[config.mk]
export PLATFORM = sky130hd
export DESIGN_NAME = radar_scan_ctrl
export DESIGN_NICKNAME = d
export VERILOG_FILES = /design/src/rtl/radar_seq_pkg.sv /design/src/rtl/radar_scan_counter.sv /design/src/rtl/radar_scan_ctrl.sv
export SDC_FILE = /design/constraint.sdc
export NUM_CORES = 1
export LEC_CHECK = 0
export ABC_AREA = 1
export CAP_MARGIN = 20
export CORE_ASPECT_RATIO = 1.4
export CORE_MARGIN = 8
export CORE_UTILIZATION = 56
export DETAILED_ROUTE_END_ITERATION = 12
export PLACE_DENSITY = 0.85
export REMOVE_ABC_BUFFERS = 1
export SLEW_MARGIN = 20
export SYNTH_ARGS = -nofsm -noshare
export SYNTH_HDL_FRONTEND = slang
export SYNTH_SLANG_ARGS = --single-unit
[constraint.sdc]
create_clock -name clock -period 3.9 [get_ports clock]
set_input_delay 0.78 -clock clock [delete_from_list [all_inputs] [get_ports clock]]
set_output_delay 0.78 -clock clock [all_outputs]
set_load 0.01 [all_outputs]
[src/rtl/radar_seq_pkg.sv]
// Shared types, widths and helpers for the radar scan sequencer.
package radar_seq_pkg;

    localparam int IDX_W = 11;
    localparam int CH_W  = 4;

    typedef enum logic [1:0] {
        IDLE = 2'd0,
        RUN  = 2'd1,
        DONE = 2'd2
    } scan_state_t;

    // Index of the last row pair, ceil(rows/2)-1; callers keep rows below 2^15.
    function automatic logic [15:0] last_pair_idx(input logic [15:0] rows);
        logic [15:0] pairs;
        pairs = (rows + 16'd1) >> 1;
        return pairs - 16'd1;
    endfunction

endpackage

[src/rtl/radar_scan_counter.sv]
// Cascaded column / row-pair / channel counter with end-of-range flags.
module radar_scan_counter #(
    parameter int IDX_W = 11,
    parameter int CH_W  = 4
) (
    input  logic             clock,
    input  logic             reset_n,
    input  logic             clear,
    input  logic             step,
    input  logic [IDX_W-1:0] cfg_rows,
    input  logic [IDX_W-1:0] cfg_cols,
    input  logic [CH_W-1:0]  cfg_channels,
    output logic [IDX_W-1:0] col,
    output logic [IDX_W-1:0] pair,
    output logic [CH_W-1:0]  ch,
    output logic             last_col,
    output logic             last_pair,
    output logic             last_ch,
    output logic             last_valid_pair1
);
    import radar_seq_pkg::*;

    logic [IDX_W-1:0] col_q, col_d;
    logic [IDX_W-1:0] pair_q, pair_d;
    logic [CH_W-1:0]  ch_q, ch_d;
    logic [IDX_W-1:0] last_pair_lim;
    logic [IDX_W-1:0] last_pair1_lim;

    always_comb begin
        last_pair_lim    = IDX_W'(last_pair_idx(16'(cfg_rows)));
        // Lane 1 is real up to row pair floor(rows/2)-1; none when rows == 1.
        last_pair1_lim   = (cfg_rows >> 1) - IDX_W'(1);
        last_col         = (col_q == cfg_cols - IDX_W'(1));
        last_pair        = (pair_q == last_pair_lim);
        last_ch          = (ch_q == cfg_channels - CH_W'(1));
        last_valid_pair1 = (cfg_rows > IDX_W'(1)) && (pair_q == last_pair1_lim);

        col_d  = col_q;
        pair_d = pair_q;
        ch_d   = ch_q;
        if (clear) begin
            col_d  = '0;
            pair_d = '0;
            ch_d   = '0;
        end else if (step) begin
            if (last_col) begin
                col_d = '0;
                if (last_pair) begin
                    pair_d = '0;
                    ch_d   = last_ch ? '0 : ch_q + CH_W'(1);
                end else begin
                    pair_d = pair_q + IDX_W'(1);
                end
            end else begin
                col_d = col_q + IDX_W'(1);
            end
        end
    end

    always_ff @(posedge clock) begin
        if (!reset_n) begin
            col_q  <= '0;
            pair_q <= '0;
            ch_q   <= '0;
        end else begin
            col_q  <= col_d;
            pair_q <= pair_d;
            ch_q   <= ch_d;
        end
    end

    assign col  = col_q;
    assign pair = pair_q;
    assign ch   = ch_q;

endmodule

[src/rtl/radar_scan_ctrl.sv]
// Frame sequencer: walks channel / row pair / column and issues one registered
// beat per accepted handshake to the two-lane pixel datapath.
module radar_scan_ctrl #(
    parameter int DATA_WIDTH = 16,
    parameter int IDX_W      = 11,
    parameter int CH_W       = 4
) (
    input  logic             clock,
    input  logic             reset_n,
    input  logic             start,
    input  logic             abort,
    input  logic [IDX_W-1:0] cfg_rows,
    input  logic [IDX_W-1:0] cfg_cols,
    input  logic [CH_W-1:0]  cfg_channels,
    input  logic             out_ready,
    output logic             out_valid,
    output logic [IDX_W-1:0] row_idx1,
    output logic [IDX_W-1:0] row_idx2,
    output logic [IDX_W-1:0] col_idx1,
    output logic [IDX_W-1:0] col_idx2,
    output logic [CH_W-1:0]  channel_num,
    output logic [1:0]       lane_valid,
    output logic [1:0]       data_start,
    output logic [1:0]       data_end,
    output logic             busy,
    output logic             done,
    output logic             cfg_err,
    output logic [1:0]       dbg_state
);
    import radar_seq_pkg::*;

    // The row-pair helper works on 16-bit values; the datapath width is carried only for consistency.
    if (DATA_WIDTH < 1 || IDX_W > 15) begin : g_param_check
        $error("radar_scan_ctrl: unsupported DATA_WIDTH/IDX_W");
    end

    // Handshake: a beat transfers on a rising edge where out_valid && out_ready;
    // while out_valid is high and out_ready low, every beat output holds.

    scan_state_t      state_q, state_d;
    logic [IDX_W-1:0] rows_q, rows_d, cols_q, cols_d;
    logic [CH_W-1:0]  chans_q, chans_d;
    logic             out_valid_q, out_valid_d;
    logic [IDX_W-1:0] row1_q, row1_d, row2_q, row2_d, col_q, col_d;
    logic [CH_W-1:0]  ch_q, ch_d;
    logic [1:0]       lane_q, lane_d, start_q, start_d, end_q, end_d;
    logic             final_q, final_d;
    logic             busy_q, busy_d, done_q, done_d, cfg_err_q, cfg_err_d;

    logic [IDX_W-1:0] sel_rows, sel_cols;
    logic [CH_W-1:0]  sel_chans;
    logic             cfg_ok, start_ok, hs, advance, load_beat, drop_beat, cnt_clear;
    logic [IDX_W-1:0] c_col, c_pair, nxt_row1, nxt_row2;
    logic [CH_W-1:0]  c_ch;
    logic             c_last_col, c_last_pair, c_last_ch, c_last_pair1, nxt_lane1;

    // The counter always points at the next beat to present, so the beat
    // registers can be loaded from it directly on start or on a handshake.
    radar_scan_counter #(.IDX_W(IDX_W), .CH_W(CH_W)) u_counter (
        .clock            (clock),
        .reset_n          (reset_n),
        .clear            (cnt_clear),
        .step             (load_beat),
        .cfg_rows         (sel_rows),
        .cfg_cols         (sel_cols),
        .cfg_channels     (sel_chans),
        .col              (c_col),
        .pair             (c_pair),
        .ch               (c_ch),
        .last_col         (c_last_col),
        .last_pair        (c_last_pair),
        .last_ch          (c_last_ch),
        .last_valid_pair1 (c_last_pair1)
    );

    always_comb begin
        sel_rows  = (state_q == IDLE) ? cfg_rows     : rows_q;
        sel_cols  = (state_q == IDLE) ? cfg_cols     : cols_q;
        sel_chans = (state_q == IDLE) ? cfg_channels : chans_q;

        cfg_ok    = (cfg_rows != '0) && (cfg_cols != '0) && (cfg_channels != '0);
        start_ok  = (state_q == IDLE) && start && cfg_ok;
        hs        = out_valid_q && out_ready;
        advance   = (state_q == RUN) && hs && !final_q && !abort;
        load_beat = start_ok || advance;
        drop_beat = (state_q == RUN) && (abort || (hs && final_q));
        cnt_clear = !load_beat && ((state_q != RUN) || drop_beat);

        nxt_row1  = c_pair << 1;
        nxt_row2  = nxt_row1 + IDX_W'(1);
        nxt_lane1 = (nxt_row2 < sel_rows);

        state_d   = state_q;
        rows_d    = rows_q;
        cols_d    = cols_q;
        chans_d   = chans_q;
        busy_d    = busy_q;
        done_d    = 1'b0;
        cfg_err_d = 1'b0;

        case (state_q)
            IDLE: begin
                if (start && cfg_ok) begin
                    state_d = RUN;
                    rows_d  = cfg_rows;
                    cols_d  = cfg_cols;
                    chans_d = cfg_channels;
                    busy_d  = 1'b1;
                end else if (start) begin
                    cfg_err_d = 1'b1;
                end
            end
            RUN: begin
                if (abort) begin
                    state_d = IDLE;
                    busy_d  = 1'b0;
                end else if (hs && final_q) begin
                    state_d = DONE;
                    busy_d  = 1'b0;
                    done_d  = 1'b1;
                end
            end
            DONE:    state_d = IDLE;
            default: state_d = IDLE;
        endcase

        out_valid_d = out_valid_q;
        row1_d      = row1_q;
        row2_d      = row2_q;
        col_d       = col_q;
        ch_d        = ch_q;
        lane_d      = lane_q;
        start_d     = start_q;
        end_d       = end_q;
        final_d     = final_q;
        if (load_beat) begin
            out_valid_d = 1'b1;
            row1_d      = nxt_row1;
            row2_d      = nxt_row2;
            col_d       = c_col;
            ch_d        = c_ch;
            lane_d      = {nxt_lane1, 1'b1};
            start_d     = ((c_pair == '0) && (c_col == '0)) ? {nxt_lane1, 1'b1} : 2'b00;
            end_d       = {c_last_pair1 & c_last_col, c_last_pair & c_last_col};
            final_d     = c_last_pair & c_last_col & c_last_ch;
        end else if (drop_beat) begin
            out_valid_d = 1'b0;
            row1_d      = '0;
            row2_d      = '0;
            col_d       = '0;
            ch_d        = '0;
            lane_d      = '0;
            start_d     = '0;
            end_d       = '0;
            final_d     = 1'b0;
        end
    end

    always_ff @(posedge clock) begin
        if (!reset_n) begin
            state_q     <= IDLE;
            rows_q      <= '0;
            cols_q      <= '0;
            chans_q     <= '0;
            out_valid_q <= 1'b0;
            row1_q      <= '0;
            row2_q      <= '0;
            col_q       <= '0;
            ch_q        <= '0;
            lane_q      <= '0;
            start_q     <= '0;
            end_q       <= '0;
            final_q     <= 1'b0;
            busy_q      <= 1'b0;
            done_q      <= 1'b0;
            cfg_err_q   <= 1'b0;
        end else begin
            state_q     <= state_d;
            rows_q      <= rows_d;
            cols_q      <= cols_d;
            chans_q     <= chans_d;
            out_valid_q <= out_valid_d;
            row1_q      <= row1_d;
            row2_q      <= row2_d;
            col_q       <= col_d;
            ch_q        <= ch_d;
            lane_q      <= lane_d;
            start_q     <= start_d;
            end_q       <= end_d;
            final_q     <= final_d;
            busy_q      <= busy_d;
            done_q      <= done_d;
            cfg_err_q   <= cfg_err_d;
        end
    end

    assign out_valid   = out_valid_q;
    assign row_idx1    = row1_q;
    assign row_idx2    = row2_q;
    assign col_idx1    = col_q;
    assign col_idx2    = col_q;
    assign channel_num = ch_q;
    assign lane_valid  = lane_q;
    assign data_start  = start_q;
    assign data_end    = end_q;
    assign busy        = busy_q;
    assign done        = done_q;
    assign cfg_err     = cfg_err_q;
    assign dbg_state   = state_q;

endmodule

Word level (Yosys, flattened, before mapping)
Index checks and enable logic that the tools add are counted.
{"block": "totals", "register_bits": 101, "input_bits": 31, "output_inout_bits": 60, "word_cells": 111}
{"block": "classes", "n_addsub": 9, "order_cmp": 2, "n_eq_ne": 8, "n_mux": 31, "bitwise_logic": 6, "reduce_logical": 36}
{"cell": "$mux W11", "count": 9}
{"cell": "$add A11 B1 Y11 const B", "count": 3}
{"cell": "$eq A11 B11 Y1", "count": 3}
{"cell": "$logic_not A11 Y1", "count": 2}
{"cell": "$reduce_bool A11 Y1", "count": 2}
{"cell": "$sub A11 B1 Y11 const B", "count": 2}
{"cell": "$mux W2", "count": 8}
{"cell": "$mux W4", "count": 4}
{"cell": "$logic_and A1 B1 Y1", "count": 14}
{"cell": "$add A11 B1 Y12 const B", "count": 1}
{"cell": "$gt A11 B1 Y1 const B", "count": 1}
{"cell": "$lt A11 B11 Y1", "count": 1}
{"cell": "$sub A10 B1 Y11 const B", "count": 1}
{"cell": "$mux W1", "count": 8}
{"cell": "$reduce_and A2 Y1", "count": 3}
{"cell": "$reduce_and A3 Y1", "count": 2}
{"cell": "$reduce_or A3 Y1", "count": 2}
{"cell": "$add A4 B1 Y4 const B", "count": 1}
{"cell": "$eq A4 B4 Y1", "count": 1}
{"cell": "$ne A2 B1 Y1 const B", "count": 2}
{"cell": "$pmux W2 S2", "count": 1}
{"cell": "$reduce_bool A2 Y1", "count": 2}
{"cell": "$reduce_bool A4 Y1", "count": 1}
{"cell": "$sub A4 B1 Y4 const B", "count": 1}
{"cell": "other kinds (9)", "count": 17}

Longest topological paths before layout
Gate-level depths: netlist of run 1.
{"block": "logic_depth", "ltp_word": 8, "mapped_depth": 23, "mapped_depth_nobuf": 23}

Cells and area by module
A second synthesis of run 1 with hierarchy kept.
{"block": "hier_totals", "cells_unflattened": 952, "hier_area_um2": 6267.3}
{"mod": "radar_scan_ctrl", "instances": 1, "cells_per_inst": 461, "area_each_um2": 3283.1, "seq_area_each_um2": 1261.2}
{"mod": "radar_scan_counter", "instances": 1, "cells_per_inst": 491, "area_each_um2": 2984.1, "seq_area_each_um2": 520.5}

Worst setup path before layout of run 1
No wires, ideal clock.
{"block": "synth_timing", "path_type": "input-to-reg", "from": "input port cfg_rows[1]", "to": "register u_counter.pair_q[4], in the netlist u_counter.pair[4]", "setup_ns": 0.116, "arrival_ns": 2.757, "required_ns": 3.784, "path_slack_ns": 1.027, "cell_stages": 16, "path_buffers": 0, "cell_sequence": "inv_1 nand2_1 nand2_2 ha_1 ha_1 xnor2_1 nor3b_1 nand3_1 nor2_1 nand2_1 nor2_1 nand2_1 nor2_2 nand2_2 nand2_4 nor2_1"}
{"block": "synth_between", "elab_chain_cells": 8, "word_cells_on_any_way": 14, "cone_classes": "add/sub (2); eq/ne (1); mux (2); reduce/logical (9)"}
{"element": "from (decl)", "line": "radar_scan_ctrl.sv:12", "text": "input logic [IDX_W-1:0] cfg_rows,"}
{"element": "branches (longest 8 deep; another with $add A11 B1 Y12)"}
{"element": "to (signal assigned)", "line": "radar_scan_counter.sv:67", "text": "pair_q <= pair_d;"}
{"element": "to (decl)", "line": "radar_scan_counter.sv:24", "text": "logic [IDX_W-1:0] pair_q, pair_d;"}
Several ways; the timed one is not identified.
A chain may end at the register's enable or synchronous reset.

Final worst setup path of run 1
{"block": "layout_timing", "from": "register state_q[0], in the netlist dbg_state[0]", "to": "register u_counter.pair_q[4], in the netlist u_counter.pair[4]"}
{"block": "layout_between", "elab_chain_cells": 8, "word_cells_on_any_way": 23, "cone_classes": "add/sub (3); eq/ne (4); mux (3); reduce/logical (13)"}
{"element": "from (decl)", "line": "radar_scan_ctrl.sv:40", "text": "scan_state_t state_q, state_d;"}
{"element": "from (signal assigned)", "line": "radar_scan_ctrl.sv:178", "text": "state_q <= state_d;"}
{"element": "branches (longest 8 deep; another with $add A11 B1 Y12)"}
Several ways; the timed one is not identified.

==> summary.txt, run 1 <==
Floorplan
  • Core Footprint: 0.0113 mm²
  • Die Y: 143 µm
  • Initial Util: 57.1%
  • Die Footprint: 0.0152 mm²
  • Die W: 107 µm
  • Rows: 46
  • Top Ports: 91

Critical path
  • Worst EP required: 4.14 ns
  • Slowest-stage cell, CP: nor2_4
  • CP Launch Type: flip-flop
  • Worst-path cell chain: nor2_4, nand2_1, o21ai_1, ha_1, nand3_2, inv_2, nand2_1, nand2_1, nand3_1, nor2_2, nand3_1, nand2_2, nor2_1, nor2_1, nand2_1, nor2_2, nand2_2, nand2_4, nor2_1
  • Crit path max fanout: 24
  • Crit path kind: flip-flop to flip-flop
  • Worst path arrival time: 3.65 ns
  • Most used cell, CP: nand2_1
  • CP peak stage delay: 0.54 ns
  • Setup crit end kind: flip-flop

Final layout
  • Final Non-Filler Cells: 1242
  • N_diodes: 0
  • Share of layout cells above drive strength 1: 8.93%
  • Area delta synth->final: 17.2%
  • Final-stage net count: 1145
  • Utilization after layout: 66.9%

Logic synthesis
  • Synth area leaders: dfxtp_1 28%, nand2_1 20%, inv_1 6.4%, nand3_1 6.3%, a21oi_1 4.9%
  • Post-synth EDFFs: 0
  • Netlist cell types: 39
  • Top cell type's share of synthesized area: 27.7%
  • Yosys warnings: 0
  • Post-synth top area cell: dfxtp_1
  • Post-Synthesis Cells: 1031
  • Ys flop type: dfxtp_1
  • Sequential area share after synthesis: 27.7%
  • Ys async rst share: 0%
  • Most frequent cells after synthesis: 335 x nand2_1, 109 x inv_1, 89 x dfxtp_1
  • #FFs+latches synth: 89
  • Syn Area/Cell: 6.24 µm²
  • Synth Cell Area: 0.00644 mm²
  • Count leader, synth: nand2_1

Timing
  • RSZ-0062 raised after global routing: no
  • Fmax: 293 MHz
  • Post-route setup TNS: 0 ns
  • Post-layout minimum cycle time: 3.42 ns
  • Slew headroom: 59.0%
  • Layout Skew: 0.00900 ns
  • Fin crit share: 87.6%
  • Slew @ Worst Pin: 0.613 ns
  • Slew Limit Fails: 0
  • Hold Slack: 0.457 ns
  • Fin. Hold Viols: 0
  • Setup violators final: 0

Clock tree
  • PostCTS Resize Cnt: 0
  • Root Buffer: clkbuf_16
  • Clock transition at path regs: 0.07 ns
  • Hold Buf Count CTS: 0
  • H-tree Lvls: 3
  • CTS Buffer Depth: 2
  • Sink Count: 89
  • Inserted Clock Buffers: 9
  • CTS tree: done
  • Post-CTS Setup Bufs: 0
  • Worst-Skew Late Latency: 0.34 ns

Place
  • Global placement routability congestion: 0.937
  • Dpl cells: 1226
  • Detailed Place HPWL: 14300 µm
  • I/O Buffers: 89

Global route
  • First-pass GRT wire length: 30400 µm
  • Vias in the first global route: 6611
  • Antenna violations before repair: 0
  • GRT Util Overall: 24.4%
  • Largest net degree at the start of global routing: 45
  • Total global routing overflow: 0

Power and ir drop
  • Leakage Power: 0.00328 µW
  • Peak VDD IR: 0.000256 V
  • Cell Pwr Density: 312 mW/mm²

Routing
  • Residual DRC count: 0
  • First-pass DRT Iterations: 5
  • WL/cell: 14.7 µm
  • Via-per-instance ratio: 5.42
  • ANT nets after route: 0
  • Vias: 6735
  • Initial drt markers: 364
  • Routed wire length: 18200 µm

Flow run
  • MaxCap Viol Count: 0

Run status
  • Status: complete, no violations

Worst hold path
  • Type of the worst min-delay path: flip-flop to flip-flop
power breakdown:
part / switching, µW / total [µW] / internal (µW)
registers: 18.6 / 957 / 939
logic: 376 / 574 / 198
clock network: 381 / 821 / 440
total: 776 / 2350 / 1580
cells by family (layout without fill, tap and decap cells):
| group | Yosys count | count (layout) | share of synthesized area, % |
|---|---|---|---|
| AO/OA/AOI/OAI | 125 | 125 | 10.6 |
| XOR/XNOR | 26 | 26 | 3.54 |
| adder cells (fa/ha/maj) | 21 | 21 | 4.08 |
| buffers and inverters | 165 | 232 | 12.1 |
| flip-flops | 89 | 89 | 27.7 |
| other | 1 | 1 | 0.0583 |
| AND/OR/NAND/NOR | 604 | 604 | 41.9 |
routing by layer:
| layer | GRT usage (%) | share of wire [%] |
|---|---|---|
| met2 | 44.7 | 52 |
| met3 | 3.56 | 4.4 |
| met1 | 25.7 | 39 |
| met4 | 14.8 | 4.8 |
| met5 | 0 | 0 |
through the flow:
| stage | worst slack [ns] | area [µm²] | power (µW) |
|---|---|---|---|
| floorplan | 0.665 | 6090 | 1360 |
| global placement | 0.256 | 7270 | 1530 |
| detailed placement | 0.202 | 7270 | 1540 |
| CTS | 0.527 | 7540 | 2350 |
| global route | 0.0270 | 7540 | 2470 |
| finish | 0.485 | 7540 | 2350 |
worst paths after layout:
kind | to | from | depth (start not counted) | slack [ns]
setup / recovery | u_counter.pair[4]$_SDFFE_PP0P_ | dbg_state[0]$_SDFFE_PN0P_ | 19 | 0.48
hold / removal | chans_q[3]$_SDFFE_PN0P_ | chans_q[3]$_SDFFE_PN0P_ | 2 | 0.46
setup reg to reg | u_counter.pair[4]$_SDFFE_PP0P_ | dbg_state[0]$_SDFFE_PN0P_ | 19 | 0.48
hold reg to reg | chans_q[3]$_SDFFE_PN0P_ | chans_q[3]$_SDFFE_PN0P_ | 2 | 0.46
sequential cells by signal, summed over array words and instances (netlist names):
register	flops
u_counter.pair	11
u_counter.ch	4
lane_valid	1
done	1
rows_q	11
row_idx2	1
busy	1
cols_q	11
col_idx1	11
data_start	2
data_end	2
cfg_err	1
channel_num	4
u_counter.col	11
final_q	1
dbg_state	2
chans_q	4
row_idx1	10
worst max-delay path: cells and delay by family, from the launching register on:
kind,cells,cell delay (ns)
DFF,1,0.40
adders and majority gates,1,0.28
buffers and inverters,1,0.12
AOI/OAI and AO/OA,1,0.24
and+or+nand+nor,16,2.25
layout by cell type (no fill, tap or decap), types with 3 or more instances in the layout:
cell type | Yosys | routed
nand3_2 | 4 | 4
nor3b_1 | 3 | 3
o21ai_1 | 6 | 6
buf_4 | 25 | 11
nor4_1 | 11 | 11
nor2_2 | 17 | 17
clkdlybuf4s50_1 | 0 | 89
or2_2 | 3 | 3
nor3_1 | 11 | 11
nand4_1 | 19 | 19
a211oi_1 | 8 | 8
o21ai_2 | 7 | 7
nor2_4 | 6 | 6
xnor2_1 | 3 | 3
clkinv_1 | 3 | 3
inv_2 | 3 | 3
nand2_2 | 27 | 27
a21oi_1 | 63 | 63
clkbuf_16 | 0 | 9
ha_1 | 21 | 21
dfxtp_1 | 89 | 89
o21ai_0 | 35 | 35
xor2_1 | 23 | 23
nor2_1 | 81 | 81
inv_1 | 109 | 109
nand2_1 | 335 | 335
nand3_1 | 81 | 81
cell type report:
cell class,count,area [µm²]
fillers,1059,3740
multi-input cells,777,3880
inverters,115,432
flip-flops and latches,89,1780
clock buffers,10,229
clock inverters,6,48.8
well taps,144,180
repair buffers,101,993
No activity file was read; power rests on OpenSTA's default activity.
==> run 2, diff against run 1 <==
Settings changed: GPL_TIMING_DRIVEN set to 0.
==> run 2 against run 1 <==
Clock skew is 0.0020 ns higher. Sequential share of layout area is 0.13 points higher. Global-route usage down 0.84 points. Cell count shrank 0.48%. Combinational power down 1%. Via count decreased by 0.50%. Largest cell class unchanged. Setup slack worse by 0.18 ns. Critical path depth is 2 lower. Clock-buffer cell count unchanged. Fmax is 5.0% lower. Clock power increased by 0.7%.
==> summary.txt, run 2 (same netlist as run 1, synthesis figures left out) <==
Critical path
  • Worst EP required: 4.14 ns (about the same)
  • CP peak stage delay: 0.51 ns (was 0.54 ns)
  • Crit path kind: input port to flip-flop (was flip-flop to flip-flop)
  • Setup crit end kind: flip-flop (unchanged)
  • Worst path arrival time: 3.84 ns (was 3.65 ns)
  • Slowest-stage cell, CP: clkdlybuf4s50_1 (was nor2_4)
  • Worst-path cell chain: clkdlybuf4s50_1, inv_1, nand2_1, nand2_2, ha_1, ha_1, xnor2_1, nor3b_1, nand3_1, nor2_1, nand2_1, nor2_1, nand2_1, nor2_2, nand2_2, nand2_4, nor2_1 (was nor2_4, nand2_1, o21ai_1, ha_1, nand3_2, inv_2, nand2_1, nand2_1, nand3_1, nor2_2, nand3_1, nand2_2, nor2_1, nor2_1, nand2_1, nor2_2, nand2_2, nand2_4, nor2_1)
  • CP Launch Type: input port (was flip-flop)
  • Crit path max fanout: 10 (was 24)

Timing
  • Post-route setup TNS: 0 ns (unchanged)
  • Slew headroom: 32.8% (was 59.0%)
  • Fin crit share: 92.2% (was 87.6%)
  • Layout Skew: 0.0110 ns (was 0.00900 ns)
  • Fmax: 278 MHz (was 293 MHz)
  • RSZ-0062 raised after global routing: no (unchanged)
  • Post-layout minimum cycle time: 3.60 ns (was 3.42 ns)
  • Setup violators final: 0 (unchanged)
  • Final worst setup slack: 0.303 ns (was 0.485 ns)
  • Slew Limit Fails: 0 (unchanged)
  • Slew @ Worst Pin: 1.01 ns (was 0.613 ns)
  • Fin. Hold Viols: 0 (unchanged)

Routing
  • WL/cell: 14.8 µm (was 14.7 µm)
  • Max layer used: met4 (unchanged)
  • Routed wire length: 18400 µm (was 18200 µm)
  • Residual DRC count: 0 (unchanged)
  • Initial drt markers: 320 (was 364)
  • ANT nets after route: 0 (unchanged)
  • Vias: 6701 (was 6735)
  • WL met1: 6820 µm (was 7010 µm)
  • First-pass DRT Iterations: 5 (unchanged)
  • Via-per-instance ratio: 5.42 (about the same)
  • WL met3: 915 µm (was 801 µm)
  • DR WL met2: 9750 µm (was 9520 µm)

Clock tree
  • Hold Buf Count CTS: 0 (unchanged)
  • Worst-Skew Late Latency: 0.35 ns (was 0.34 ns)
  • CTS tree: done (unchanged)
  • Sink Count: 89 (unchanged)
  • Inserted Clock Buffers: 9 (unchanged)
  • Clock transition at path regs: 0.07 ns (about the same)
  • Root Buffer: clkbuf_16 (unchanged)
  • H-tree Lvls: 3 (unchanged)
  • CTS Buffer Depth: 2 (unchanged)

Final layout
  • Layout fillers: 1069 (was 1059)
  • Final-stage net count: 1139 (was 1145)
  • Multi-input combinational cell area: 0.00390 mm² (was 0.00388 mm²)
  • Area delta synth->final: 16.5% (was 17.2%)
  • Most frequent cells in the layout: 334 x nand2_1, 107 x inv_1, 89 x dfxtp_1, 89 x clkdlybuf4s50_1 (was 335 x nand2_1, 109 x inv_1, 89 x dfxtp_1, 89 x clkdlybuf4s50_1)
  • Utilization after layout: 66.5% (was 66.9%)
  • Share of layout cells above drive strength 1: 8.88% (was 8.93%)
  • Reg area: 0.00178 mm² (unchanged)
  • Final Non-Filler Cells: 1236 (was 1242)
  • N_diodes: 0 (unchanged)
  • Commonest non-fill, non-tap cell in the layout: nand2_1 (unchanged)

Global route
  • Antenna violations before repair: 0 (unchanged)
  • Vias in the first global route: 6327 (was 6611)
  • GRT Util Overall: 23.6% (was 24.4%)
  • Largest net degree at the start of global routing: 45 (unchanged)
  • First-pass GRT wire length: 29200 µm (was 30400 µm)
  • Total global routing overflow: 0 (unchanged)

Floorplan
  • Die Y: 143 µm (unchanged)
  • Top Ports: 91 (unchanged)
  • Die W: 107 µm (unchanged)
  • Initial Util: 57.1% (unchanged)
  • Rows: 46 (unchanged)
  • Die Footprint: 0.0152 mm² (unchanged)
  • Core Footprint: 0.0113 mm² (unchanged)

Flow run
  • MaxCap Viol Count: 0 (unchanged)

Place
  • I/O Buffers: 89 (unchanged)
  • DP Worst Slack: -1.02 ns (was 0.202 ns)
  • Detailed Place HPWL: 13900 µm (was 14300 µm)
  • Global placement routability congestion: 0.963 (was 0.937)
  • Dpl cells: 1214 (was 1226)

Power and ir drop
  • Cell Pwr Density: 313 mW/mm² (was 312 mW/mm²)
  • Leakage Power: 0.00323 µW (was 0.00328 µW)
  • Final Power: 2350 µW (about the same)
  • Peak VDD IR: 0.000254 V (was 0.000256 V)

Worst hold path
  • Type of the worst min-delay path: flip-flop to flip-flop (unchanged)

Run status
  • Status: complete, no violations (unchanged)
run 2: repair_timing:
action,4_1_cts,5_1_grt
pin swaps,1,1
setup endpoints to repair,57,17
cloned,1,2
resized for setup,5,1
setup buffers,3,0
run 2: per-layer routing:
layer  up-vias  track usage, %
met3        61            3.83
met2       201            44.0
met4         0            13.4
met1      3041            24.2
met5         -               0
li1       3398               -
run 2: layout make-up:
class	count	share of cell area (%)
Clock buffer	10	3.05
Timing Repair inverter	1	0.0667
Tap cell	144	2.40
Inverter	115	5.87
Timing Repair Buffer	92	12.2
Multi-Input combinational cell	779	52.0
Clock inverter	6	0.651
Sequential cell	89	23.8
run 2: metrics by stage:
stage,area (µm²),hold slack (ns)
finish,7500,0.461
detailed placement,7160,0.456
global route,7500,0.483
CTS,7480,0.466
global placement,7160,0.440
floorplan,6090,0.429
run 2: final timing paths:
path                               start                              to  slack [ns]  cells past startpoint
min reg2reg  channel_num[2]$_SDFFE_PN0P_     channel_num[2]$_SDFFE_PN0P_        0.46                      2
min          channel_num[2]$_SDFFE_PN0P_     channel_num[2]$_SDFFE_PN0P_        0.46                      2
max                          cfg_rows[1]  u_counter.pair[4]$_SDFFE_PP0P_        0.30                     17
max reg2reg    dbg_state[0]$_SDFFE_PN0P_  u_counter.pair[4]$_SDFFE_PP0P_        0.39                     17
run 2: worst max-delay path, delay by kind of cell:
family	cells	cell delay, ns
xor+xnor	1	0.12
simple gates	12	1.61
fa+ha+maj	2	0.71
buf+inv	2	0.57
run 2: where the power goes:
part           leakage, µW  internal [µW]  switching, µW  total, µW
sequential        0.000724            939           18.8        957
clock             0.000131            440            387        827
combinational      0.00237            191            376        567
total              0.00323           1570            782       2350
==> run 3, diff against run 2 <==
Settings changed: GPL_ROUTABILITY_DRIVEN set to 0, SYNTH_HIERARCHICAL set to 1.
==> run 3 against run 2 <==
Largest power group unchanged. Largest cell class unchanged. Highest routed layer unchanged. Flip-flop and latch count unchanged. Clock-buffer cell count up 1. Critical path depth up 6. Synthesized cell count down 7.7%. Cell count down 7.1%. Global-route usage down 1.3 points. Fmax down 2.4%.
==> summary.txt, run 3 <==
Critical path
  • Worst path arrival time: 3.95 ns (was 3.84 ns)
  • FF-to-FF path depth: 21 (was 17)
  • Setup slack, reg-to-reg: 0.34 ns (was 0.39 ns)
  • Slowest-stage cell, CP: clkdlybuf4s50_1 (unchanged)
  • Number of cells on the critical path: 23 (was 17)
  • CP peak stage delay: 0.51 ns (about the same)
  • CP bufs+invs: 4 (was 2)
  • Crit path max fanout: 6 (was 10)
  • Setup crit end kind: flip-flop (unchanged)
  • Worst EP required: 4.16 ns (was 4.14 ns)
  • Crit path kind: input port to flip-flop (unchanged)
  • CP top delay family: simple AND/OR/NAND/NOR gates (unchanged)
  • Most used cell, CP: nand2_1
  • Worst-path cell chain: clkdlybuf4s50_1, inv_1, nand2_1, and2_1, ha_2, inv_1, nand2_1, nand2_1, ha_1, xnor2_1, nor2_1, nand2_1, nor2_1, nand3_1, nor2_1, nand3_2, nor2_4, nand2_1, inv_1, nand2_1, nor2_1, nand2_1, a21oi_1 (was clkdlybuf4s50_1, inv_1, nand2_1, nand2_2, ha_1, ha_1, xnor2_1, nor3b_1, nand3_1, nor2_1, nand2_1, nor2_1, nand2_1, nor2_2, nand2_2, nand2_4, nor2_1)
  • CP Launch Type: input port (unchanged)
  • RR Startpoint: dbg_state[1]$_SDFFE_PN0P_ (was dbg_state[0]$_SDFFE_PN0P_)
  • End of the worst register-to-register path: final_q$_SDFFE_PN0P_ (was u_counter.pair[4]$_SDFFE_PP0P_)

Global route
  • First-pass GRT wire length: 27700 µm (was 29200 µm)
  • GRT Util Overall: 22.3% (was 23.6%)
  • Total global routing overflow: 0 (unchanged)
  • Largest net degree at the start of global routing: 39 (was 45)
  • Vias in the first global route: 6047 (was 6327)
  • Antenna violations before repair: 0 (unchanged)

Final layout
  • Most frequent cells in the layout: 221 x nand2_1, 120 x inv_1, 89 x dfxtp_1, 89 x clkdlybuf4s50_1, 78 x nor2_1 (was 334 x nand2_1, 107 x inv_1, 89 x dfxtp_1, 89 x clkdlybuf4s50_1)
  • Area delta synth->final: 18.7% (was 16.5%)
  • Final-stage net count: 1053 (was 1139)
  • Commonest non-fill, non-tap cell in the layout: nand2_1 (unchanged)
  • Reg area: 0.00178 mm² (unchanged)
  • Layout fillers: 922 (was 1069)
  • N_diodes: 0 (unchanged)
  • Fin area: 0.00744 mm² (was 0.00750 mm²)
  • Share of layout cells above drive strength 1: 9.24% (was 8.88%)
  • Multi-input combinational cell area: 0.00373 mm² (was 0.00390 mm²)

Logic synthesis
  • Ys async rst share: 0% (unchanged)
  • Post-synth top area cell: dfxtp_1 (unchanged)
  • Synth area leaders: dfxtp_1 28%, nand2_1 13%, inv_1 7.3%, a21oi_1 5.3%, nor2_1 4.8% (was dfxtp_1 28%, nand2_1 20%, inv_1 6.4%, nand3_1 6.3%, a21oi_1 4.9%)
  • Post-synth EDFFs: 0 (unchanged)
  • Count leader, synth: nand2_1 (unchanged)
  • #FFs+latches synth: 89 (unchanged)
  • Synth Cell Area: 0.00627 mm² (was 0.00644 mm²)
  • Sequential area share after synthesis: 28.4% (was 27.7%)
  • Yosys warnings: 6 (was 0)
  • Netlist cell types: 49 (was 39)
  • Ys flop type: dfxtp_1 (unchanged)
  • Syn Area/Cell: 6.58 µm² (was 6.24 µm²)
  • Post-Synthesis Cells: 952 (was 1031)
  • Top cell type's share of synthesized area: 28.4% (was 27.7%)
  • Most frequent cells after synthesis: 221 x nand2_1, 122 x inv_1, 89 x dfxtp_1 (was 335 x nand2_1, 109 x inv_1, 89 x dfxtp_1)

Floorplan
  • Die Y: 141 µm (was 143 µm)
  • Die Footprint: 0.0149 mm² (was 0.0152 mm²)
  • Initial Util: 57.7% (was 57.1%)
  • Die W: 105 µm (was 107 µm)
  • Core Footprint: 0.0109 mm² (was 0.0113 mm²)
  • Rows: 45 (was 46)
  • Top Ports: 91 (unchanged)

Clock tree
  • Worst-Skew Late Latency: 0.34 ns (was 0.35 ns)
  • H-tree Lvls: 3 (unchanged)
  • CTS tree: done (unchanged)
  • Sink Count: 89 (unchanged)
  • Root Buffer: clkbuf_16 (unchanged)
  • CTS Buffer Depth: 2 (unchanged)
  • Clock transition at path regs: 0.06 ns (was 0.07 ns)
  • Hold Buf Count CTS: 0 (unchanged)
  • Inserted Clock Buffers: 9 (unchanged)

Timing
  • Slew @ Worst Pin: 0.870 ns (was 1.01 ns)
  • Slew headroom: 41.4% (was 32.8%)
  • Setup violators final: 0 (unchanged)
  • Fin. Hold Viols: 0 (unchanged)
  • RSZ-0062 raised after global routing: no (unchanged)
  • Fin crit share: 94.5% (was 92.2%)
  • Fmax: 271 MHz (was 278 MHz)
  • Slew Limit Fails: 0 (unchanged)
  • Post-layout minimum cycle time: 3.69 ns (was 3.60 ns)
  • Layout Skew: 0.00719 ns (was 0.0110 ns)

Power and ir drop
  • Seq pwr share: 39.1% (was 40.7%)
  • Net Sw Power: 730 µW (was 782 µW)
  • Switch share: 29.8% (was 33.2%)
  • Cell Pwr Density: 329 mW/mm² (was 313 mW/mm²)
  • P_int: 1720 µW (was 1570 µW)
  • Leakage Power: 0.00312 µW (was 0.00323 µW)
  • Final Power: 2450 µW (was 2350 µW)
  • Clock share of power: 38.5% (was 35.2%)
  • Peak VDD IR: 0.000239 V (was 0.000254 V)
  • Logic pwr share: 22.4% (was 24.1%)

Routing
  • Residual DRC count: 0 (unchanged)
  • WL/cell: 14.9 µm (was 14.8 µm)
  • Routed wire length: 17100 µm (was 18400 µm)
  • ANT nets after route: 0 (unchanged)
  • First-pass DRT Iterations: 6 (was 5)
  • Vias: 6459 (was 6701)
  • Via-per-instance ratio: 5.63 (was 5.42)
  • Initial drt markers: 469 (was 320)

Flow run
  • MaxCap Viol Count: 0 (unchanged)

Worst hold path
  • Hold EP: cols_q[7]$_SDFFE_PN0P_ (was channel_num[2]$_SDFFE_PN0P_)
  • Hold path depth: 2 (unchanged)
  • Type of the worst min-delay path: flip-flop to flip-flop (unchanged)
  • Hold_sp: cols_q[7]$_SDFFE_PN0P_ (was channel_num[2]$_SDFFE_PN0P_)

Run status
  • Status: complete, no violations (unchanged)

Place
  • Placed Area: 0.00701 mm² (was 0.00716 mm²)
  • I/O Buffers: 89 (unchanged)
  • Detailed Place HPWL: 12200 µm (was 13900 µm)
run 3: tightest hold or removal path: stages, from the launching register on:
cell     delay [ns]
dfxtp_1        0.30
inv_1          0.05
a21oi_1        0.05
run 3: cells by family after synthesis:
family | share of synthesized area [%]
adders and majority gates | 3.99
DFF | 28.4
other | 0.0598
xor gates and xnor gates | 5.17
AOI/OAI and AO/OA | 12.1
buffers and inverters | 13.7
and+or+nand+nor | 36.5
run 3: final cells by class:
class                      count  area share [%]
multi-input combinational    679            50.2
timing repair buffer          93            12.6
clock inverter                 5            1.06
inverter                     130            6.56
tap                          141            2.37
clock buffer                  11            3.26
sequential                    89            24.0
run 3: how the worst max path moves through the flow:
stage	endpoint	slack (ns)	start
2_1_floorplan	u_counter/col[10]$_SDFFE_PP0P_	-0.21	dbg_state[0]$_SDFFE_PN0P_
3_3_place_gp	u_counter/col[10]$_SDFFE_PP0P_	-2.05	cfg_cols[6]
3_5_place_dp	u_counter/col[10]$_SDFFE_PP0P_	-0.77	cfg_cols[6]
4_1_cts	final_q$_SDFFE_PN0P_	0.09	cfg_rows[1]
5_1_grt	final_q$_SDFFE_PN0P_	0.007	cfg_rows[1]
6_report	final_q$_SDFFE_PN0P_	0.21	cfg_rows[1]
run 3: timing repair:
action | CTS | global route
resized for setup | 5 | 6
endpoints found under the setup margin | 28 | 12
setup buffers | 0 | 2
pin swaps | 1 | 2
cloned | 2 | 2
run 3: power groups by stage:
stage / Clock [µW] / Combinational, µW / Sequential [µW]
after floorplan: 0 / 365 / 976
after CTS: 946 / 533 / 956
after global routing: 979 / 613 / 959
after detailed placement: 0 / 522 / 975
final: 942 / 548 / 956
after global placement: 0 / 504 / 973
run 3: per-layer routing:
| metal | wire (µm) | track usage (%) | share of wire [%] |
|---|---|---|---|
| met5 | 0 | 0 | 0 |
| met4 | 753 | 12.2 | 4.4 |
| met3 | 926 | 3.74 | 5.4 |
| met2 | 9160 | 42.3 | 54 |
| met1 | 6240 | 22.4 | 37 |
run 3: through the flow:
| step | std cells | hold slack (ns) | setup TNS [ns] | util (%) | setup WS, ns |
|---|---|---|---|---|---|
| floorplan | 894 | 0.420 | -0.335 | - | -0.209 |
| global placement | 1124 | 0.431 | -80.70 | 64.1 | -2.05 |
| detailed placement | 1125 | 0.438 | -14.28 | 64.5 | -0.772 |
| CTS | 1143 | 0.450 | 0 | 67.9 | 0.0911 |
| global route | 1148 | 0.463 | 0 | 68.4 | 0.00696 |
| finish | 1148 | 0.448 | 0 | 68.4 | 0.214 |
